### src/rtl/fetch_buffer_pkg.sv
// fetch_buffer_pkg
// Shared constants for the instruction-fetch front end.
//   INSN_WIDTH : width of one instruction word
//   PC_STEP    : byte increment between sequential fetch addresses
// Queue entries are laid out as {pc, insn}, with the instruction in the
// low INSN_WIDTH bits.
package fetch_buffer_pkg;

  localparam int INSN_WIDTH = 32;
  localparam int PC_STEP    = 4;

endpackage

### src/rtl/fetch_buffer_fifo.sv
// fetch_fifo
// Circular buffer holding fetched {pc, insn} entries for decode.
// Ports:
//   clk, rst   clock and synchronous active-high reset
//   push       write wr_data at the tail (ignored when full, unless popping)
//   pop        drop the head entry (ignored when empty)
//   clear      empty the buffer (takes priority over push/pop)
//   wr_data    entry to write
//   rd_data    head entry (valid when !empty; all zeros after reset)
//   full       DEPTH entries stored
//   empty      no entries stored
//   count      number of stored entries
module fetch_fifo #(
  parameter int WIDTH = 64,
  parameter int DEPTH = 4
) (
  input  logic                         clk,
  input  logic                         rst,
  input  logic                         push,
  input  logic                         pop,
  input  logic                         clear,
  input  logic [WIDTH-1:0]             wr_data,
  output logic [WIDTH-1:0]             rd_data,
  output logic                         full,
  output logic                         empty,
  output logic [$clog2(DEPTH+1)-1:0]   count
);

  localparam int AW = $clog2(DEPTH);
  localparam int CW = $clog2(DEPTH+1);

  // One extra pointer bit distinguishes full from empty after wrap-around.
  logic [AW:0]      wr_ptr_q, rd_ptr_q;
  logic [WIDTH-1:0] mem_q [DEPTH];
  logic             do_push, do_pop;

  assign empty   = (wr_ptr_q == rd_ptr_q);
  assign full    = (wr_ptr_q[AW] != rd_ptr_q[AW]) &&
                   (wr_ptr_q[AW-1:0] == rd_ptr_q[AW-1:0]);
  assign count   = CW'(wr_ptr_q - rd_ptr_q);
  assign do_pop  = pop && !empty;
  assign do_push = push && (!full || do_pop);
  assign rd_data = mem_q[rd_ptr_q[AW-1:0]];

  always_ff @(posedge clk) begin
    if (rst || clear) begin
      wr_ptr_q <= '0;
      rd_ptr_q <= '0;
    end else begin
      if (do_push) wr_ptr_q <= wr_ptr_q + (AW+1)'(1);
      if (do_pop)  rd_ptr_q <= rd_ptr_q + (AW+1)'(1);
    end
  end

  // Storage is reset so the head reads as zero out of reset.
  for (genvar gi = 0; gi < DEPTH; gi++) begin : g_entry
    always_ff @(posedge clk) begin
      if (rst) begin
        mem_q[gi] <= '0;
      end else if (do_push && !clear && (wr_ptr_q[AW-1:0] == AW'(gi))) begin
        mem_q[gi] <= wr_data;
      end
    end
  end

endmodule

### src/rtl/fetch_buffer.sv
// fetch_buffer
// Instruction-fetch front end: keeps up to DEPTH requests in flight to
// instruction memory and queues returned instructions with their PCs for
// decode. A redirect flushes the queue and discards stale responses.
// Optional feature macro: FETCH_BUF_BYPASS_EN -- a response arriving into an
// empty queue is presented to decode in the same cycle.
// Ports:
//   clk, rst                 clock, synchronous active-high reset
//   redirect, redirect_pc    flush and restart fetch at redirect_pc (word aligned)
//   imem_req_*               request channel (valid/ready, address)
//   imem_rsp_valid/data      in-order responses, no backpressure
//   ir_valid/ir_ready        decode handshake
//   ir, ir_pc                instruction and its PC
//   occupancy                entries held in the queue
module fetch_buffer
  import fetch_buffer_pkg::*;
#(
  parameter int              XLEN     = 32,
  parameter int              DEPTH    = 4,
  parameter logic [XLEN-1:0] RESET_PC = '0
) (
  input  logic                         clk,
  input  logic                         rst,
  input  logic                         redirect,
  input  logic [XLEN-1:0]              redirect_pc,
  output logic                         imem_req_valid,
  input  logic                         imem_req_ready,
  output logic [XLEN-1:0]              imem_req_addr,
  input  logic                         imem_rsp_valid,
  input  logic [INSN_WIDTH-1:0]        imem_rsp_data,
  output logic                         ir_valid,
  input  logic                         ir_ready,
  output logic [INSN_WIDTH-1:0]        ir,
  output logic [XLEN-1:0]              ir_pc,
  output logic [$clog2(DEPTH+1)-1:0]   occupancy
);

  localparam int CW = $clog2(DEPTH+1);
  localparam int EW = XLEN + INSN_WIDTH;

  logic [XLEN-1:0] fetch_pc_q, fetch_pc_d;
  logic [XLEN-1:0] rsp_pc_q, rsp_pc_d;
  logic [CW-1:0]   outstanding_q, outstanding_d;
  logic [CW-1:0]   discard_q, discard_d;

  logic [XLEN-1:0] redirect_base;
  logic [CW:0]     in_use;
  logic            req_fire, rsp_accept, rsp_keep;
  logic            fifo_push, fifo_pop, fifo_full, fifo_empty;
  logic [EW-1:0]   fifo_head;

  assign redirect_base = {redirect_pc[XLEN-1:2], 2'b00};

  // Credit: queued entries plus in-flight requests never exceed DEPTH, so
  // every returning response is guaranteed a slot.
  assign in_use         = {1'b0, occupancy} + {1'b0, outstanding_q};
  assign imem_req_valid = !rst && !redirect && (in_use < (CW+1)'(DEPTH));
  assign imem_req_addr  = fetch_pc_q;
  assign req_fire       = imem_req_valid && imem_req_ready;

  // A response with nothing outstanding is a protocol violation and ignored.
  assign rsp_accept = imem_rsp_valid && (outstanding_q != '0);
  // The response landing in a redirect cycle belongs to the old stream.
  assign rsp_keep   = rsp_accept && (discard_q == '0) && !redirect;

`ifdef FETCH_BUF_BYPASS_EN
  logic byp;
  assign byp       = rsp_keep && fifo_empty;
  assign ir_valid  = !fifo_empty || byp;
  assign ir        = byp ? imem_rsp_data : fifo_head[INSN_WIDTH-1:0];
  assign ir_pc     = byp ? rsp_pc_q : fifo_head[EW-1:INSN_WIDTH];
  // A bypassed instruction taken by decode never enters the queue.
  assign fifo_push = rsp_keep && !(byp && ir_ready);
`else
  assign ir_valid  = !fifo_empty;
  assign ir        = fifo_head[INSN_WIDTH-1:0];
  assign ir_pc     = fifo_head[EW-1:INSN_WIDTH];
  assign fifo_push = rsp_keep;
`endif

  assign fifo_pop = !fifo_empty && ir_ready && !redirect;

  fetch_fifo #(
    .WIDTH (EW),
    .DEPTH (DEPTH)
  ) u_fifo (
    .clk     (clk),
    .rst     (rst),
    .push    (fifo_push),
    .pop     (fifo_pop),
    .clear   (redirect),
    .wr_data ({rsp_pc_q, imem_rsp_data}),
    .rd_data (fifo_head),
    .full    (fifo_full),
    .empty   (fifo_empty),
    .count   (occupancy)
  );

  always_comb begin
    fetch_pc_d    = fetch_pc_q;
    rsp_pc_d      = rsp_pc_q;
    outstanding_d = outstanding_q;
    discard_d     = discard_q;

    if (req_fire && !rsp_accept)      outstanding_d = outstanding_q + CW'(1);
    else if (!req_fire && rsp_accept) outstanding_d = outstanding_q - CW'(1);

    if (redirect) begin
      fetch_pc_d = redirect_base;
      rsp_pc_d   = redirect_base;
      // Everything still in flight after this cycle is stale.
      discard_d  = outstanding_q - CW'(rsp_accept);
    end else begin
      if (req_fire) fetch_pc_d = fetch_pc_q + XLEN'(PC_STEP);
      if (rsp_keep) rsp_pc_d   = rsp_pc_q + XLEN'(PC_STEP);
      if (rsp_accept && (discard_q != '0)) discard_d = discard_q - CW'(1);
    end
  end

  always_ff @(posedge clk) begin
    if (rst) begin
      fetch_pc_q    <= RESET_PC;
      rsp_pc_q      <= RESET_PC;
      outstanding_q <= '0;
      discard_q     <= '0;
    end else begin
      fetch_pc_q    <= fetch_pc_d;
      rsp_pc_q      <= rsp_pc_d;
      outstanding_q <= outstanding_d;
      discard_q     <= discard_d;
    end
  end

  logic unused_bits;
  assign unused_bits = ^{redirect_pc[1:0], fifo_full};

`ifndef SYNTHESIS
  rsp_without_request: assert property (@(posedge clk) disable iff (rst)
    !(imem_rsp_valid && (outstanding_q == '0)));
`endif

endmodule
### config.mk
export PLATFORM = sky130hd
export DESIGN_NAME = fetch_buffer
export DESIGN_NICKNAME = d
export VERILOG_FILES = /design/src/rtl/fetch_buffer_pkg.sv /design/src/rtl/fetch_buffer_fifo.sv /design/src/rtl/fetch_buffer.sv
export SDC_FILE = /design/constraint.sdc
export NUM_CORES = 1
export LEC_CHECK = 0
export CAP_MARGIN = 0
export CORE_AREA = 2 2 180 252
export CTS_CLUSTER_DIAMETER = 80
export CTS_CLUSTER_SIZE = 40
export DETAILED_ROUTE_END_ITERATION = 10
export DIE_AREA = 0 0 182 254
export GPL_ROUTABILITY_DRIVEN = 0
export RECOVER_POWER = 25
export SYNTH_ARGS = -nofsm -noshare
export SYNTH_HDL_FRONTEND = slang
export SYNTH_SLANG_ARGS = --single-unit
### constraint.sdc
create_clock -name clk -period 4.1 [get_ports clk]
set_input_delay 1.23 -clock clk [delete_from_list [all_inputs] [get_ports clk]]
set_output_delay 1.23 -clock clk [all_outputs]
set_load 0.01 [all_outputs]
## After elaboration in Yosys (flattened, before gate mapping)

Memory sizes are Yosys's and may differ from the RTL's. A register that Yosys moved wholly into a read port is not among the register bits.
Index checks and enable logic that the tools add are counted.
Widths: inputs -> output; s select.

- Register bits after elaboration: 76
- Bits in latches: 0
- RAM bits: 256
- Memory bits (read-only): 0
- Word-level logic and storage cells: 94
- Memories: 1

Memory list:

| name | words | bits a word | read ports | clocked after Yosys merged registers in | write ports | line | text |
|---|---|---|---|---|---|---|---|
| u_fifo.mem_q | 4 | 64 | 1 | 1 | 4 | fetch_buffer_fifo.sv:34 | `logic [WIDTH-1:0] mem_q [DEPTH];` |

- Add/sub/neg operators: 10
- Multiply operators: 0
- Div/mod/pow operators: 0
- Magnitude comparators: 1
- Equal/unequal tests: 6
- Shift-type cells: 0
- Muxes and demuxes: 28
- Bitwise operators: 4
- Reduce and logical (&&, ||, !) cells: 36

Operator list:

| kind | count |
|---|---|
| $mux 64 | 4 |
| $mux 32 | 4 |
| $add 32x3->32 const B | 2 |
| $logic_and 1x1->1 | 19 |
| $mux 1 | 14 |
| $mux 3 | 4 |
| $add 3x1->3 const B | 3 |
| $reduce_bool 2->1 | 4 |
| $logic_not 1->1 | 6 |
| $reduce_bool 3->1 | 2 |
| $sub 3x1->3 const B | 2 |
| $add 3x3->4 | 1 |
| $eq 2x2->1 const B | 2 |
| $lt 4x3->1 const B | 1 |
| $mux 2 | 2 |
| $or 1x1->1 | 4 |
| $eq 3x3->1 | 1 |
| $logic_not 3->1 | 1 |
| $sub 3x1->3 | 1 |
| $sub 3x3->3 | 1 |
| $eq 2x1->1 const B | 1 |
| $eq 2x2->1 | 1 |
| $logic_not 2->1 | 1 |
| $logic_or 1x1->1 | 2 |
| other kinds (2) | 2 |

## Logic depth before layout (Yosys ltp)

- Word-level depth: 13
- Depth in mapped cells: 15

## By module

A second synthesis with hierarchy kept.

- Cells, all modules: 1169
- Area, all modules: 15687.5 µm²

Modules (own cells, without submodules):

| module | instances | cells each | area an instance (µm²) | sequential area each (µm²) |
|---|---|---|---|---|
| fetch_fifo | 1 | 684 | 11793.8 | 7847.5 |
| fetch_buffer | 1 | 485 | 3893.7 | 1321.3 |

## Worst setup path after synthesis

Ideal clock, no wire load.

- Kind: input-to-reg
- From: input imem_rsp_valid
- To: memory u_fifo.mem_q[3][0], enable pin
- Setup time: 0.419 ns
- Arrival time: 3.513 ns
- Data required time: 3.681 ns
- Slack: 0.168 ns
- Stages on the path: 4
- Path buffers: 1
- Path through: o31ai_1 -> clkbuf_1 -> a2111oi_2 -> a21o_1

RTL lines:

| item | line | text |
|---|---|---|
| start, declared | fetch_buffer.sv:29 | `input logic imem_rsp_valid,` |
| end, declared | fetch_buffer_fifo.sv:34 |  |

## Final worst setup path

- From: input rst
- To: output imem_req_valid

- Word-level cells in the longest chain between the ends: 3

RTL lines:

| item | line | text |
|---|---|---|
| start, declared | fetch_buffer.sv:23 | `input logic rst,` |
| $logic_not 1->1 | fetch_buffer.sv:57 | `assign imem_req_valid = !rst && !redirect && (in_use < (CW+1)'(DEPTH));` |
| $logic_and 1x1->1 (2 in a row) | fetch_buffer.sv:57 |  |
| end, declared | fetch_buffer.sv:26 | `output logic imem_req_valid,` |

Every way passes these cells.

==> impl_metrics.json <==
{
  "final_core_util_pct": 41.2,
  "r2r_cells": 5,
  "slew_viol_final": 12,
  "worstSetupPathType": "in -> out",
  "die-width_um": 182,
  "synthTopCellsByArea": "edfxtp_1, dfxtp_1, and2_1",
  "synthTopCellsByCount": "edfxtp_1, and2_1, dfxtp_1",
  "ios": 171,
  "port_buffers": 164,
  "vias": 9997,
  "hold-path-cell-count": 2,
  "hold_class": "reg -> reg",
  "final_net_count": 1401,
  "fin_ws_ps": 130,
  "drtAntennaViolNets": 0,
  "routedWlPerCell_um": 20.4,
  "antenna_found_initial": 0,
  "hold_viol": 0,
  "path_clk_slew_ps": 90,
  "nFillCells": 4162,
  "drt-total-wl_mm": 38.4,
  "violations": "capacitance limit, slew limit",
  "first_global_vias": 10300,
  "cts_sinks": 322,
  "place_ws_ps": -276,
  "initial_core_util_pct": 34.6,
  "area_growth_pct": 19.0,
  "place_hpwl_mm": 23.9,
  "crit_chain": "dlygate4sd3_1, or2_2, nor3_4, buf_4, clkdlybuf4s15_2",
  "cp-end-kind": "output port",
  "antenna_cells": 0,
  "startpoint_type": "primary input",
  "tightest_slew_ps": 1510,
  "drt-initial-drc-count": 622,
  "grt_remaining_overflow": 0,
  "die_area_mm2": 0.0462,
  "whs_ps": 550,
  "drc": 0,
  "slowest_delay_ps": 590,
  "peakVddDrop_uv": 300,
  "grt_usage_pct": 16.7,
  "post-synth-top-area-fraction_pct": 49.0,
  "multiInputGateArea_mm2": 0.00585,
  "period_needed_ps": 3970,
  "fmax_mhz": 252,
  "synth_cell_type_count": 62,
  "cts_tree": "built",
  "grt_pass1_wl_mm": 59.2,
  "fin_total_pwr_mw": 6.87,
  "viasPerCell": 5.32,
  "critPathLaunch": "rst",
  "synth_area_mm2": 0.0152,
  "dr.pass1.iters": 5,
  "clock_tree.root_cell": "clkbuf_16",
  "hp-start": "u_fifo.rd_ptr_q[2]",
  "p_per_area_mw_per_mm2": 379,
  "crit_required_ps": 2870,
  "critPathMaxFanout": 2,
  "synth_flop_cell": "edfxtp_1",
  "die_height_um": 254,
  "yosys.area.top_type": "edfxtp_1",
  "worstPathArrival_ps": 2740,
  "run_status": "finished, violations left",
  "syn_avg_cell_area_um2": 12.9,
  "ys_ff_latch": 322,
  "placed_cell_area_mm2": 0.0176,
  "regArea_mm2": 0.00894,
  "slew_headroom_pct": -1.41,
  "cts_buffers": 15,
  "core.rowCount": 91,
  "crit_family": "buffers and inverters",
  "yosysSeqAreaShare_pct": 58.7,
  "postLayoutCellArea_mm2": 0.0181,
  "clk_latency_ps": 520,
  "reg2reg_from": "outstanding_q[0]",
  "critical_path_buf_inv_count": 3,
  "synth_edf_count": 248,
  "setup_violations": 0,
  "cp_num_cells": 5,
  "htree_levels": 1,
  "synthCells": 1183,
  "slowest_stage": "dlygate4sd3_1",
  "period_share_pct": 96.8,
  "maxCapViolCount": 1,
  "timing.clock.skew_ps": 27.1,
  "grt_setup_unrepaired": "false",
  "synth_warnings": 0,
  "synth.most_common_cell": "edfxtp_1",
  "grt_max_degree": 63,
  "core_area_mm2": 0.0439,
  "clockBufferDepth": 3,
  "p_leak_nw": 6.28,
  "synthArstFlopShare_pct": 0,
  "drive_above_1_share_pct": 10.7
}
-- layout by cell type (no fill, tap or decap), drive strengths merged, types with 7 or more instances in the layout --
| cell | count |
|---|---|
| a21oi | 21 |
| clkdlybuf4s50 | 129 |
| a21boi | 7 |
| ha | 16 |
| and3 | 8 |
| nand2 | 38 |
| nand3 | 28 |
| nor3 | 17 |
| xor2 | 9 |
| xnor2 | 11 |
| o31a | 17 |
| mux4 | 62 |
| nor4 | 38 |
| or4 | 15 |
| o31ai | 12 |
| a31oi | 13 |
| dlygate4sd3 | 33 |
| o21ai | 13 |
| inv | 41 |
| dfxtp | 74 |
| a211oi | 16 |
| or3 | 9 |
| buf | 22 |
| clkbuf | 26 |
| and4 | 11 |
| o21bai | 10 |
| nand4 | 22 |
| a21o | 8 |
| edfxtp | 248 |
| and2 | 235 |
| nor2 | 39 |
-- worst paths after layout --
path / endpoint / slack [ps]
worst max register to register: u_fifo.mem_q[2][24] / 640
worst max-delay path: imem_req_valid / 130
worst min-delay path: u_fifo.rd_ptr_q[2] / 550
worst min register to register: u_fifo.rd_ptr_q[2] / 550
-- registers in the layout, summed over array words and instances (netlist names), named ones only --
register         flops
outstanding_q        3
discard_q            3
u_fifo.mem_q       248
imem_req_addr       30
u_fifo.rd_ptr_q      3
rsp_pc_q            30
u_fifo.wr_ptr_q      3
-- tightest hold or removal path, cell delays in order, from the launching register on --
cell and delay [ps]:
dfxtp_1 370, xor2_1 80, nor2_1 70
-- final cells by class --
| class | count | share of cell area, % |
|---|---|---|
| Clock buffer | 16 | 2.15 |
| Inverter | 38 | 0.788 |
| Clock inverter | 9 | 0.802 |
| Multi-Input combinational cell | 741 | 32.3 |
| Timing Repair Buffer | 195 | 10.7 |
| Tap cell | 558 | 3.86 |
| Sequential cell | 322 | 49.4 |
-- power breakdown --
| group | leakage, nW | internal, mW | switching [mW] |
|---|---|---|---|
| clock network | 0.253 | 0.817 | 1.10 |
| logic | 2.85 | 0.507 | 0.593 |
| registers | 3.18 | 3.72 | 0.135 |
-- cells by family after synthesis --
logic type,Yosys count,share of synthesized area [%]
other cells,1,0.0246
simple gates,482,18.7
flops,322,58.7
buf+inv,123,3.15
compound gates,152,7.30
fa+ha+maj,18,1.58
mux,65,9.38
xor+xnor,20,1.15
-- repair_timing --
item                       CTS  global route
hold buffers                 0             0
pin swaps                    3             2
resized for setup           11             0
setup endpoints to repair    1             1
setup buffers                1             0
-- metrics by stage --
step,setup TNS [ps],instances
2_1_floorplan,0,1186
3_3_place_gp,-310,1853
3_5_place_dp,-276,1853
4_1_cts,0,1879
5_1_grt,0,1879
6_report,0,1879
-- per-layer routing --
metal  up-vias  GRT usage (%)  part of all wire (%)
met2       291           31.1                    53
met4         0           5.30                   2.6
met5         -              0                     0
li1       4699              -                     -
met1      4959           20.2                    40
met3        48           1.63                   4.3
Power figures use the tool's default switching activity.
